--- src/rtl/nec_ir_if.sv ---
// nec_ir_if: frame request and IR drive signals of the NEC transmitter
interface nec_ir_if;
    logic       start;
    logic [7:0] address;
    logic [7:0] command;
    logic       ir_tx;
    logic       ir_env_n;
    logic       busy;
    logic       done;
    modport master (output start, address, command, input ir_tx, ir_env_n, busy, done);
    modport slave (input start, address, command, output ir_tx, ir_env_n, busy, done);
endinterface

--- src/rtl/nec_ir_transmitter.sv ---
// nec_ir_transmitter: NEC frame serialiser with carrier-modulated LED drive and loopback envelope
module nec_ir_transmitter #(
    parameter int UNIT_CYCLES    = 28125,
    parameter int CARRIER_PERIOD = 1316,
    parameter int CARRIER_HIGH   = 658
) (
    input logic     clk_50,
    input logic     reset,
    nec_ir_if.slave ir
);
    localparam int UW = $clog2(UNIT_CYCLES);
    localparam int CW = $clog2(CARRIER_PERIOD);
    localparam logic [UW-1:0] U_LAST = UW'(UNIT_CYCLES - 1);
    localparam logic [CW-1:0] C_LAST = CW'(CARRIER_PERIOD - 1);
    localparam logic [CW-1:0] C_HIGH = CW'(CARRIER_HIGH);

    typedef enum logic [2:0] {IDLE, LEAD_MARK, LEAD_SPACE, BIT_MARK, BIT_SPACE, STOP_MARK} state_t;

    state_t        state, state_d;
    logic [UW-1:0] uc, uc_d;
    logic [3:0]    un, un_d, last_un;
    logic [CW-1:0] cc, cc_d;
    logic [4:0]    bi, bi_d;
    logic [31:0]   sr, sr_d;
    logic          unit_end, state_end, mark_d;
    logic          tx_d, env_d, busy_d, done_d;

    always_ff @(posedge clk_50) begin
        if (reset) begin
            state       <= IDLE;
            uc          <= '0;
            un          <= '0;
            cc          <= '0;
            bi          <= '0;
            sr          <= '0;
            ir.ir_tx    <= 1'b0;
            ir.ir_env_n <= 1'b1;
            ir.busy     <= 1'b0;
            ir.done     <= 1'b0;
        end else begin
            state       <= state_d;
            uc          <= uc_d;
            un          <= un_d;
            cc          <= cc_d;
            bi          <= bi_d;
            sr          <= sr_d;
            ir.ir_tx    <= tx_d;
            ir.ir_env_n <= env_d;
            ir.busy     <= busy_d;
            ir.done     <= done_d;
        end
    end

    // last_un is the final unit index of the current state; a 1 bit carries a 3-unit space
    always_comb begin
        unit_end  = uc == U_LAST;
        last_un   = state == LEAD_MARK ? 4'd15 : state == LEAD_SPACE ? 4'd7 :
                    (state == BIT_SPACE && sr[0]) ? 4'd2 : 4'd0;
        state_end = unit_end && un == last_un;
        state_d   = state;
        sr_d      = sr;
        bi_d      = bi;
        case (state)
            IDLE: if (ir.start) begin
                state_d = LEAD_MARK;
                sr_d    = {~ir.command, ir.command, ~ir.address, ir.address};
                bi_d    = '0;
            end
            LEAD_MARK:  if (state_end) state_d = LEAD_SPACE;
            LEAD_SPACE: if (state_end) state_d = BIT_MARK;
            BIT_MARK:   if (state_end) state_d = BIT_SPACE;
            BIT_SPACE: if (state_end) begin
                state_d = bi == 5'd31 ? STOP_MARK : BIT_MARK;
                sr_d    = sr >> 1;
                bi_d    = bi + 5'd1;
            end
            STOP_MARK:  if (state_end) state_d = IDLE;
            default:    state_d = IDLE;
        endcase
        uc_d = (state == IDLE || state_d != state || unit_end) ? '0 : uc + 1'b1;
        un_d = (state == IDLE || state_d != state) ? '0 : un + 4'(unit_end);
        cc_d = (state_d != state || cc == C_LAST) ? '0 : cc + 1'b1;
    end

    // outputs are registered from next-state values so they line up with the state they describe
    always_comb begin
        mark_d = state_d == LEAD_MARK || state_d == BIT_MARK || state_d == STOP_MARK;
        tx_d   = mark_d && cc_d < C_HIGH;
        env_d  = !mark_d;
        busy_d = state_d != IDLE;
        done_d = state == STOP_MARK && state_d == IDLE;
    end
endmodule

--- src/flat_wrapper.sv ---
// flat-port wrapper written by rule: the top's interface ports become plain ports
module nec_ir_transmitter_flat 
#(
    parameter int UNIT_CYCLES    = 28125,
    parameter int CARRIER_PERIOD = 1316,
    parameter int CARRIER_HIGH   = 658
)
  (clk_50, reset, ir_start, ir_address, ir_command, ir_ir_tx, ir_ir_env_n, ir_busy, ir_done);
  nec_ir_if ir_i ();
  input logic clk_50;
  input logic reset;
  input wire logic [$bits(ir_i.start)-1:0] ir_start;
  input wire logic [$bits(ir_i.address)-1:0] ir_address;
  input wire logic [$bits(ir_i.command)-1:0] ir_command;
  output wire logic [$bits(ir_i.ir_tx)-1:0] ir_ir_tx;
  output wire logic [$bits(ir_i.ir_env_n)-1:0] ir_ir_env_n;
  output wire logic [$bits(ir_i.busy)-1:0] ir_busy;
  output wire logic [$bits(ir_i.done)-1:0] ir_done;
  assign ir_i.start = ir_start;
  assign ir_i.address = ir_address;
  assign ir_i.command = ir_command;
  assign ir_ir_tx = ir_i.ir_tx;
  assign ir_ir_env_n = ir_i.ir_env_n;
  assign ir_busy = ir_i.busy;
  assign ir_done = ir_i.done;
  nec_ir_transmitter #(.UNIT_CYCLES(UNIT_CYCLES), .CARRIER_PERIOD(CARRIER_PERIOD), .CARRIER_HIGH(CARRIER_HIGH)) u_core (.clk_50(clk_50), .reset(reset), .ir(ir_i));
endmodule
--- config.mk ---
export PLATFORM = sky130hd
export DESIGN_NAME = nec_ir_transmitter_flat
export DESIGN_NICKNAME = d
export VERILOG_FILES = /design/src/rtl/nec_ir_if.sv /design/src/rtl/nec_ir_transmitter.sv /design/src/flat_wrapper.sv
export SDC_FILE = /design/constraint.sdc
export NUM_CORES = 1
export LEC_CHECK = 0
export CORE_ASPECT_RATIO = 1.4
export CORE_MARGIN = 1.5
export CORE_UTILIZATION = 38
export CTS_BUF_LIST = sky130_fd_sc_hd__clkbuf_4
export CTS_CLUSTER_DIAMETER = 200
export CTS_CLUSTER_SIZE = 14
export DETAILED_ROUTE_END_ITERATION = 12
export PLACE_DENSITY = 0.63
export RECOVER_POWER = 25
export SLEW_MARGIN = 25
export SYNTH_ARGS = -nofsm -noshare
export SYNTH_HDL_FRONTEND = slang
export SYNTH_SLANG_ARGS = --single-unit
--- constraint.sdc ---
create_clock -name clk_50 -period 2.1 [get_ports clk_50]
set_input_delay 0.42 -clock clk_50 [delete_from_list [all_inputs] [get_ports clk_50]]
set_output_delay 0.42 -clock clk_50 [all_outputs]
set_load 0.01 [all_outputs]
### Yosys cells after proc, flatten, opt, wreduce, memory -nomap -nowiden

Index checks and enable logic that the tools add are counted.

* register bits: 74
* latch bits: 0
* bits in writable memories: 0
* memory bits (read-only): 0
* input port bits: 19
* output and inout bits: 4
* logic and storage cells: 67
* memories kept: 0

* add/subtract/negate cells: 4
* $mul: 0
* divide/modulo/power cells: 0
* $lt $le $gt $ge: 1
* eq/ne operators: 15
* shifts and indexed selects: 0
* multiplexer cells: 18
* bitwise gates (word level): 2
* reduce and logical (&&, ||, !) cells: 17

Operators by type and width (number)
* $mux 32: 2
* $pmux 32 s2: 1
* $mux 3: 7
* $pmux 3 s6: 1
* $not 8->8: 2
* $add 15x1->15 const B: 1
* $eq 15x15->1 const B: 1
* $add 11x1->11 const B: 1
* $eq 11x11->1 const B: 1
* $lt 11x10->1 const B: 1
* $mux 11: 1
* $mux 5: 2
* $pmux 5 s2: 1
* $eq 3x2->1 const B: 3
* $eq 3x3->1 const B: 3
* $mux 4: 2
* $eq 3x1->1 const B: 2
* $logic_not 3->1: 2
* $add 5x1->5 const B: 1
* $eq 5x5->1 const B: 1
* $logic_or 1x1->1: 5
* $add 4x1->4: 1
* $eq 4x4->1: 1
* $logic_and 1x1->1: 4
* other kinds (9): 10

### Longest topological paths before layout

Gate-level depths: netlist (run 1).

* depth after elaboration: 14
* depth in mapped cells: 10
* mapped depth without buffers: 8

### Worst setup path after synthesis (run 1)

No wires, ideal clock.

* path type: register to register
* start point: reg u_core.uc[0]
* end point: reg u_core.ir.ir_tx
* setup time: 0.125 ns
* arrival time: 1.852 ns
* data required time: 1.975 ns
* setup slack: 0.123 ns
* stages on the path, launching flop included: 10
* buffers on the path: 1
* clock period less this slack: 1.977 ns
* cell sequence: dfxtp_1 -> inv_1 -> ha_1 -> and4bb_2 -> and4_1 -> o2111ai_2 -> buf_4 -> mux2_2 -> o22ai_1 -> a21oi_1

* longest elaborated chain between the ends: 9
* elaborated cells on any way between the ends: 18
* those cells by class: order compare (1); eq/ne (5); mux (7); reduce/logical (5)

Ends and longest elaborated chain
* start, declared: line nec_ir_transmitter.sv:20 `logic [UW-1:0] uc, uc_d;`
* start signal, assigned: line nec_ir_transmitter.sv:42 `uc <= uc_d;`
* $eq 15x15->1 *: line nec_ir_transmitter.sv:56 `unit_end = uc == U_LAST;`
* $logic_and 1x1->1 *: line nec_ir_transmitter.sv:59 `state_end = unit_end && un == last_un;`
* $mux 3 (on tied branches)
* $pmux 3 s6 *: line nec_ir_transmitter.sv:63 `case (state)`
* $ne 3x3->1: line nec_ir_transmitter.sv:82 `cc_d = (state_d != state || cc == C_LAST) ? '0 : cc + 1'b1;`
* $logic_or 1x1->1: line nec_ir_transmitter.sv:82
* $mux 11: line nec_ir_transmitter.sv:82
* $lt 11x10->1: line nec_ir_transmitter.sv:88 `tx_d = mark_d && cc_d < C_HIGH;`
* $logic_and 1x1->1 *: line nec_ir_transmitter.sv:88
* end signal, assigned: line nec_ir_transmitter.sv:47 `ir.ir_tx <= tx_d;`
* end, declared: line nec_ir_if.sv:11 `modport slave (input start, address, command, output ir_tx, ir_env_n, busy, done);`

Every way passes the cells marked *; elsewhere a longest branch is shown, timed or not.
A chain may end at the register's enable or synchronous reset.

### Final worst setup path (run 1)

* start point: reg u_core.uc[1]
* end point: reg u_core.sr[7]

* longest elaborated chain between the ends: 4

Ends and longest elaborated chain
* $eq 15x15->1: line nec_ir_transmitter.sv:56
* $logic_and 1x1->1: line nec_ir_transmitter.sv:59
* $ne 2x1->1 (no line)
* $reduce_and 3->1 (no line)
* end signal, assigned: line nec_ir_transmitter.sv:46 `sr <= sr_d;`
* end, declared: line nec_ir_transmitter.sv:24 `logic [31:0] sr, sr_d;`

No other way between the ends.

==> results of run 1 <==
worst max-delay path, delay by kind of cell, from the launching register on:
kind / cells / cell delay [ns]
compound gates: 2 / 0.50
fa+ha+maj: 1 / 0.12
buf+inv: 2 / 0.28
flops: 1 / 0.34
simple gates: 4 / 0.76
logic make-up after synthesis:
logic type	share of synthesized area
and+or+nand+nor	0.312
muxes	0.00877
xor gates and xnor gates	0.0687
buffers and inverters	0.0400
adders and majority gates	0.0245
DFF	0.415
AOI/OAI and AO/OA	0.131
synthesized netlist by cell type, types with 2 or more instances:
master	instances
sky130_fd_sc_hd__a21oi_1	28
sky130_fd_sc_hd__o221ai_1	2
sky130_fd_sc_hd__nand3b_1	2
sky130_fd_sc_hd__nand2_1	46
sky130_fd_sc_hd__buf_1	2
sky130_fd_sc_hd__nor2_1	84
sky130_fd_sc_hd__buf_2	6
sky130_fd_sc_hd__o211ai_1	15
sky130_fd_sc_hd__xnor2_1	16
sky130_fd_sc_hd__o22ai_1	3
sky130_fd_sc_hd__and4_1	4
sky130_fd_sc_hd__o21a_1	3
sky130_fd_sc_hd__and3_1	9
sky130_fd_sc_hd__and2_1	5
sky130_fd_sc_hd__nor3_1	10
sky130_fd_sc_hd__nor4_2	10
sky130_fd_sc_hd__nor2b_1	2
sky130_fd_sc_hd__ha_1	7
sky130_fd_sc_hd__nand3_1	16
sky130_fd_sc_hd__nand4_1	5
sky130_fd_sc_hd__nand2b_1	3
sky130_fd_sc_hd__inv_1	8
sky130_fd_sc_hd__or3_1	4
sky130_fd_sc_hd__nor2_2	7
sky130_fd_sc_hd__o21ai_0	2
sky130_fd_sc_hd__buf_4	2
sky130_fd_sc_hd__clkbuf_1	16
sky130_fd_sc_hd__xor2_1	12
sky130_fd_sc_hd__dfxtp_1	74
sky130_fd_sc_hd__mux2i_1	2
sky130_fd_sc_hd__nor4_1	10
power by group:
part / internal, mW / leakage (nW) / total (mW) / switching, mW
clock: 0.229 / 0.0627 / 0.713 / 0.485
sequential: 1.47 / 0.606 / 1.51 / 0.0407
combinational: 0.201 / 0.920 / 0.412 / 0.211
registers in the layout, summed over array words and instances (netlist names), 3 cells and up:
| register | flops |
|---|---|
| u_core.sr | 32 |
| u_core.uc | 15 |
| u_core.cc | 11 |
| u_core.bi | 5 |
| u_core.un | 4 |
| u_core.state | 3 |
final timing paths:
kind	slack [ns]	from	endpoint	depth (start not counted)
worst max-delay path	0.02	u_core.uc[1]	u_core.sr[7]	9
worst min-delay path	0.46	u_core.sr[13]	u_core.sr[13]	2
worst max register to register	0.02	u_core.uc[1]	u_core.sr[7]	9
worst min register to register	0.46	u_core.sr[13]	u_core.sr[13]	2
metrics by stage:
stage          worst slack, ns  hold slack (ns)   util
6_report                0.0235            0.461  0.471
5_1_grt                -0.0673            0.490  0.471
4_1_cts               0.000167            0.446  0.456
3_5_place_dp            0.0180            0.447  0.444
3_3_place_gp            0.0771            0.441  0.444
2_1_floorplan            0.123            0.432      -
cell type report:
| class | count | area, um2 | share of cell area |
|---|---|---|---|
| clock inverters | 7 | 36.3 | 0.00848 |
| well taps | 107 | 134 | 0.0313 |
| multi-input cells | 326 | 2030 | 0.475 |
| repair buffers | 50 | 487 | 0.114 |
| inverters | 8 | 30.0 | 0.00702 |
| flip-flops and latches | 74 | 1490 | 0.348 |
| clock buffers | 9 | 67.6 | 0.0158 |
what timing repair did:
item / in CTS / in global routing
setup buffers: 0 / 1
endpoints found under the setup margin: 0 / 45
resized for setup: 0 / 26
metal layers:
layer	part of all wire	global-route usage	vias to the layer above
li1	-	-	1580
met4	0.025	0.0912	0
met2	0.49	0.268	49
met5	0	0	-
met1	0.45	0.187	1440
met3	0.038	0.0309	11
placed cells by master, fill, tap and decap left out, types with 2 or more instances in the layout:
master | synthesis | layout
sky130_fd_sc_hd__nor2_4 | 0 | 2
sky130_fd_sc_hd__clkdlybuf4s50_1 | 0 | 21
sky130_fd_sc_hd__nor4_1 | 10 | 9
sky130_fd_sc_hd__nand2_1 | 46 | 46
sky130_fd_sc_hd__a21oi_1 | 28 | 28
sky130_fd_sc_hd__nor2_2 | 7 | 10
sky130_fd_sc_hd__and4_1 | 4 | 3
sky130_fd_sc_hd__inv_1 | 8 | 6
sky130_fd_sc_hd__and3_1 | 9 | 9
sky130_fd_sc_hd__clkbuf_1 | 16 | 3
sky130_fd_sc_hd__inv_2 | 0 | 2
sky130_fd_sc_hd__xor2_1 | 12 | 12
sky130_fd_sc_hd__o21ai_0 | 2 | 2
sky130_fd_sc_hd__nand2b_1 | 3 | 2
sky130_fd_sc_hd__dfxtp_1 | 74 | 69
sky130_fd_sc_hd__nand3b_1 | 2 | 2
sky130_fd_sc_hd__o21a_1 | 3 | 3
sky130_fd_sc_hd__xnor2_1 | 16 | 16
sky130_fd_sc_hd__buf_4 | 2 | 20
sky130_fd_sc_hd__nand3_1 | 16 | 16
sky130_fd_sc_hd__o21ai_4 | 1 | 2
sky130_fd_sc_hd__o211ai_1 | 15 | 15
sky130_fd_sc_hd__nor4_2 | 10 | 11
sky130_fd_sc_hd__nor3_1 | 10 | 10
sky130_fd_sc_hd__clkbuf_4 | 0 | 9
sky130_fd_sc_hd__buf_12 | 0 | 3
sky130_fd_sc_hd__o22ai_1 | 3 | 2
sky130_fd_sc_hd__clkinv_2 | 0 | 5
sky130_fd_sc_hd__ha_1 | 7 | 6
sky130_fd_sc_hd__or3_1 | 4 | 4
sky130_fd_sc_hd__clkbuf_16 | 0 | 2
sky130_fd_sc_hd__nor2_1 | 84 | 79
sky130_fd_sc_hd__dfxtp_2 | 0 | 4
sky130_fd_sc_hd__nor2b_1 | 2 | 2
sky130_fd_sc_hd__mux2i_1 | 2 | 2
sky130_fd_sc_hd__and2_1 | 5 | 5
sky130_fd_sc_hd__nand4_1 | 5 | 5
==> Flow_metrics.wiki, run 1 <==
{| class="wikitable"
! Metric !! Value
|-
| Routed length per placed instance || 13.2 um
|-
| Number of enable flip-flop cells after synthesis || 0
|-
| Worst-path maximum fanout || 8
|-
| Clk_skew || 0.0108 ns
|-
| Clock transition at the registers of the reported paths || 0.11 ns
|-
| Hold crit path type || reg2reg
|-
| Ordered cell list for the critical path || inv_2 > ha_4 > and4bb_2 > and4_4 > o2111ai_4 > o21ai_4 > clkbuf_16 > nor2_1 > nor4_2
|-
| Largest buffer count on any clock path || 2
|-
| Leakage || 1.59 nW
|-
| Register area share after synthesis || 0.415
|-
| Share of async-settable or async-resettable flops after synthesis || 0
|-
| Detailed Route Iter0 Violations || 127
|-
| Detailed Route WL || 7.65 mm
|-
| Placed Instance Area || approximately 4000 um2
|-
| Overall die width || 84.9 um
|-
| P per Cell Area || 616 nW/um2
|-
| Count of non-filler cells in the finished layout || between 500 and 600
|-
| Worst setup path category || reg2reg
|-
| Max transition margin || 0.667
|-
| VDD IR-drop max || 251 uV
|-
| Maximum achievable frequency || 0.482 GHz
|-
| Cells after DPL || 562
|-
| Endpoints failing setup || 0
|-
| Y dimension of the die || about 120 um
|-
| Distinct cell type count of the synthesized netlist || 50
|-
| Required @ worst endpoint || 2.43 ns
|-
| Post-synthesis instance area || between 3000 and 4000 um2
|-
| Grt total ovfl || 0
|-
| Max stage delay on crit path || 0.34 ns
|-
| Clock root buffer || sky130_fd_sc_hd__clkbuf_4
|-
| Number of instances in the synthesized netlist || between 400 and 500
|-
| Area contributors post-synth || sky130_fd_sc_hd__dfxtp_1 (42%), sky130_fd_sc_hd__nor2_1 (8.8%), sky130_fd_sc_hd__nand2_1 (4.8%)
|-
| Via count of the first global-routing pass || 3010
|-
| Final net count || around 500
|-
| Synth top area share || 0.415
|-
| Aggregate global-route resource usage || 0.159
|-
| Cts bufs inserted || 9
|-
| Most used flip-flop cell after synthesis || sky130_fd_sc_hd__dfxtp_1
|-
| Starting Density || 0.393
|-
| Share of the cycle needed by the critical path after routing || 0.989
|-
| Type of element launching the critical path || register
|-
| Endpoint kind of the worst setup timing path || register
|-
| Fillers || 886
|-
| Vias per std cell || 5.30
|-
| Ports placed on the boundary || 23
|-
| Detailed-route via count || 3080
|-
| Number of violations of the max-capacitance limit || 0
|-
| Total of flip-flops plus latches after synthesis || 74
|-
| Worst Tran Pin Value || 0.496 ns
|-
| Post-route design area || 4280 um2
|-
| Floorplan core area || 9080 um2
|-
| Number of H-tree levels || 3
|-
| Nets in the synthesized netlist || 460
|-
| Count of nets left with antenna violations after detail routing || 0
|-
| Layout overhead on the synthesized area || 19.9%
|-
| Clk sink count || 74
|-
| Avg Cell Area, Syn || 8.22 um2
|-
| Drt first pass iters || 8
|-
| Arrival @ worst endpoint || roughly 2.4 ns
|-
| Failing checks || DRC
|-
| DRC || 2
|-
| HPWL after detailed placement || 5.17 mm
|-
| Synth area leader || sky130_fd_sc_hd__dfxtp_1
|-
| Initial antenna violation count || 0
|-
| Total power draw || 2.64 mW
|-
| Unrepaired setup endpoints after global routing || true
|-
| Final Slew Violations || 0
|-
| Maximum number of pins on one net before global-route repair || 42
|-
| Number of buffers added to fix hold violations after cts || 0
|-
| Number of synthesis warnings || 0
|-
| # port buffers || 22
|-
| Min Tclk post-route || 2.08 ns
|-
| Total negative slack || 0 ns
|-
| Number of placement rows || 41
|-
| Die outline area || around 10000 um2
|-
| Last weighted congestion value of the routability-driven placer || 0.803
|-
| Diodes inserted || 0
|-
| First-pass GRT wire length || 13.0 mm
|-
| TritonCTS clock tree || yes
|-
| Clock insertion delay at the later pin of the skew report || around 0.42 ns
|-
| Total count of hold-check failures in the final report || 0
|-
| Cell with the largest stage delay on the worst path || sky130_fd_sc_hd__dfxtp_2
|-
| Status || finished with violations
|-
| Proportion of layout cells with a drive suffix above 1 || 0.177
|}
Power figures use the tool's default switching activity.
==> inputs of run 2 (changes only) <==
--- a/config.mk
+++ b/config.mk
@@ -5,6 +5,7 @@
 export SDC_FILE = /design/constraint.sdc
 export NUM_CORES = 1
 export LEC_CHECK = 0
+export CAP_MARGIN = 0
 export CORE_ASPECT_RATIO = 1.4
 export CORE_MARGIN = 1.5
 export CORE_UTILIZATION = 38
==> results of run 2 <==
Final layout, timing and power as in run 1 (identical DEF).
